==> src/rtl/sat_counter.sv <==
// Saturating up-counter with synchronous clear; holds at all-ones instead of wrapping.
module sat_counter #(
  parameter int CNT_W = 16
) (
  input  logic             clk,
  input  logic             clear,
  input  logic             inc,
  output logic [CNT_W-1:0] count
);

  logic [CNT_W-1:0] r_count;

  always_ff @(posedge clk) begin
    if (clear) begin
      r_count <= '0;
    end else if (inc && (r_count != '1)) begin
      r_count <= r_count + 1'b1;
    end
  end

  assign count = r_count;

endmodule

==> config.mk <==
export PLATFORM = sky130hd
export DESIGN_NAME = sat_counter
export DESIGN_NICKNAME = d
export VERILOG_FILES = /design/src/rtl/sat_counter.sv
export SDC_FILE = /design/constraint.sdc
export NUM_CORES = 1
export LEC_CHECK = 0
export BUFFER_PORTS_ARGS = -buffer_cell sky130_fd_sc_hd__buf_2
export CAP_MARGIN = 30
export CORE_AREA = 2 2 46 48
export CTS_CLUSTER_SIZE = 40
export DETAILED_ROUTE_END_ITERATION = 12
export DIE_AREA = 0 0 48 50
export GPL_TIMING_DRIVEN = 0
export PLACE_DENSITY = 0.72
export SYNTH_ARGS = -nofsm -noshare
export SYNTH_HDL_FRONTEND = slang
export SYNTH_SLANG_ARGS = --single-unit
export TNS_END_PERCENT = 10
==> constraint.sdc <==
create_clock -name clk -period 1.6 [get_ports clk]
set_input_delay 0.32 -clock clk [delete_from_list [all_inputs] [get_ports clk]]
set_output_delay 0.32 -clock clk [all_outputs]
set_load 0.005 [all_outputs]
==> run metrics <==
diodes inserted=0; Die X-Extent=48 um; Max Cap Violations=0; die area=2400 sq um; max incr delay on CP=0.52 ns; hold_sp=inc; Reg-to-Reg Start=count[13]; pre-CTS setup slack=-0.174 ns; drt first pass iters=4; Worst VDD drop=0.459 mV; CP delay by family, top=simple AND/OR/NAND/NOR gates; skew final=0.000851 ns; CTS Buf Count=3; Initial Util=44.6%; Mapped Nets=103; P_int=0.539 mW; root buffer cell=clkbuf_4; crit end category=flip-flop; Comb pwr share=4.3%; vias in the first global route=760; worst path bufs/invs=0; Seq cells post-synth=16; # rows=16; CTS Sinks=16; DR WL/cell=14.8 um; Via density=5.85; DR iter-0 viols=40; clock latency on the worst-skew pair=0.29 ns; initial antenna violation count=0; normalized max-slew margin=65.0%; All-Layer GR Usage=19.2%; outcome=completed; Seq pwr share=56.8%; Via Count=918; power density over the cells=578 nW/um^2; port bufs=17; core area=1900 sq um; measured slew at the worst slew-check pin=0.525 ns; Area Overhead vs Synth=41.9%; die height=50 um; Netlist cell types=31; Period minus WS final=1.60 ns; Post-Syn Area=848 sq um; layout net count=135; Overflow after GRT=0; critical path class=flip-flop to flip-flop; clock power share=38.9%; CP Cell Sequence=nand2_1, or4_4, or4_1, a21oi_1; largest net degree at the start of global routing=11; filler instances=164; Worst-path clk slew=0.09 ns; Finished Layout Cells=157; Mapped Cells=99; Switch Pwr=0.157 mW; drt total wl=2330 um; Critical Path Fanout Max=7; antenna viol nets, final=0; maximum root-to-sink buffer count=2; area of the multi-input gates=559 sq um; worst path required time=1.82 ns; layout cells sized above 1=48.5%; RSZ-0062 raised after global routing=true; Worst Setup SP=count[13]; Mean Syn Cell Area=8.57 sq um; Placed Instances=143; static leakage power=0.471 nW; CTS tree=built; # IOs=19; switching portion of total power=22.6%; slowest CP cell=or4_4; H-tree levels=1; max reg flops=16; setup violators final=0; post-synthesis sequential area ratio=37.8%; crit path DAT=1.82 ns; cts hold-fix bufs=0; GP Congestion=0.801; number of warning messages in the yosys log=0; Hold Crit Class=input port to flip-flop; FF+latch area=363 sq um; final worst-path cycle share=99.9%; Max Slew Vio Count=0; final hold vios=0; crit start category=flip-flop; hpwl dp=1340 um; drt drc=0; f_max=626 MHz; first-pass GRT wire length=3270 um; setup slack after layout=0.00208 ns
==> what timing repair did <==
item | in CTS | in global routing
setup buffers | 8 | 2
hold endpoints to repair | 0 | 0
pin swaps | 2 | 7
gates cloned | 0 | 0
gates resized for setup | 18 | 23
setup endpoints to repair | 11 | 12
==> through the flow <==
stage / TNS, ns / power, mW / hold slack (ns) / util (%) / area [sq um]
after global placement: -0.977 / 0.440 / 0.508 / 51.1 / 971
final: 0 / 0.696 / 0.340 / 63.3 / 1200
after detailed placement: -1.36 / 0.441 / 0.516 / 51.1 / 971
after global routing: -0.351 / 0.723 / 0.359 / 63.3 / 1200
after floorplan: 0 / 0.430 / 0.480 / - / 852
after CTS: -0.00144 / 0.704 / 0.329 / 58.0 / 1100
==> worst register-to-register path, stage by stage, from the launching register on <==
cell and delay (ns):
dfxtp_2 0.39, nand2_1 0.07, or4_4 0.52, or4_1 0.40, a21oi_1 0.14
==> synth_stat cells <==
library cell | n | share of area [%]
ha_1 | 1 | 1.5
o21a_1 | 1 | 0.89
xnor2_1 | 2 | 2.1
mux2_2 | 1 | 1.3
o31ai_1 | 6 | 5.3
buf_1 | 1 | 0.44
a21oi_1 | 10 | 5.9
nor4_1 | 2 | 1.5
mux2i_1 | 1 | 1.2
nand3_1 | 6 | 3.5
o41ai_1 | 1 | 1.0
o21ai_0 | 4 | 2.4
clkbuf_1 | 2 | 0.89
o311ai_0 | 1 | 1.0
nor2b_1 | 2 | 1.5
nor2_1 | 6 | 2.7
dfxtp_1 | 16 | 38
nand2_2 | 1 | 0.74
buf_2 | 1 | 0.59
and3_1 | 1 | 0.74
nor4bb_1 | 1 | 1.2
nor3_1 | 4 | 2.4
nand4_4 | 1 | 2.5
nand4_1 | 3 | 2.2
nand3b_1 | 1 | 0.89
and4_1 | 3 | 3.1
inv_1 | 3 | 1.3
nor4_4 | 1 | 2.5
or3_1 | 3 | 2.2
or4_1 | 7 | 6.2
nand2_1 | 6 | 2.7
==> cells by family (layout without fill, tap and decap cells) <==
| group | Yosys count | after routing | share of synthesized area, % |
|---|---|---|---|
| AOI/OAI and AO/OA | 23 | 23 | 16.5 |
| adders and majority gates | 1 | 1 | 1.47 |
| buffers and inverters | 7 | 38 | 3.24 |
| DFF | 16 | 16 | 37.8 |
| xor gates and xnor gates | 2 | 2 | 2.07 |
| and+or+nand+nor | 48 | 48 | 36.4 |
| muxes | 2 | 2 | 2.51 |
==> cells in the final DEF, fill, tap and decap left out, types with 3 or more instances in the layout <==
cell type,synthesis,routed
a21oi_1,10,8
and4_1,3,3
buf_2,1,18
buf_4,0,8
clkbuf_4,0,3
dfxtp_2,0,7
dfxtp_4,0,9
inv_1,3,3
nand2_1,6,6
nand3_1,6,4
nand4_1,3,3
nor2_1,6,6
nor3_1,4,4
o21ai_0,4,4
o31ai_1,6,6
or4_1,7,4
or4_4,0,3
==> cell type report <==
type / count / share of cell area [%]
multi-input combinational: 76 / 46.5
tap: 27 / 2.81
clock buffer: 4 / 3.01
timing repair buffer: 27 / 14.7
buffer: 4 / 1.98
sequential: 16 / 30.1
inverter: 3 / 0.936
==> worst paths after layout <==
kind / to / slack [ns] / cells past startpoint
worst max-delay path: count[15] / 0.002 / 4
worst min register to register: count[15] / 0.52 / 2
worst max register to register: count[15] / 0.002 / 4
worst min-delay path: count[1] / 0.34 / 3
==> power by group through the flow <==
stage	Clock, mW	Combinational, mW	Sequential, mW
CTS	0.281	0.0263	0.397
detailed placement	0	0.0256	0.416
floorplan	0	0.0145	0.415
global placement	0	0.0249	0.415
finish	0.271	0.0298	0.395
global route	0.294	0.0334	0.396
==> metal layers <==
metal	GRT usage (%)	up-vias	routed length, um
li1	-	448	-
met5	0	-	0
met2	27.6	29	1230
met4	9.01	0	76
met3	6.59	10	108
met1	25.1	431	918
No activity file was read; power rests on OpenSTA's default activity.
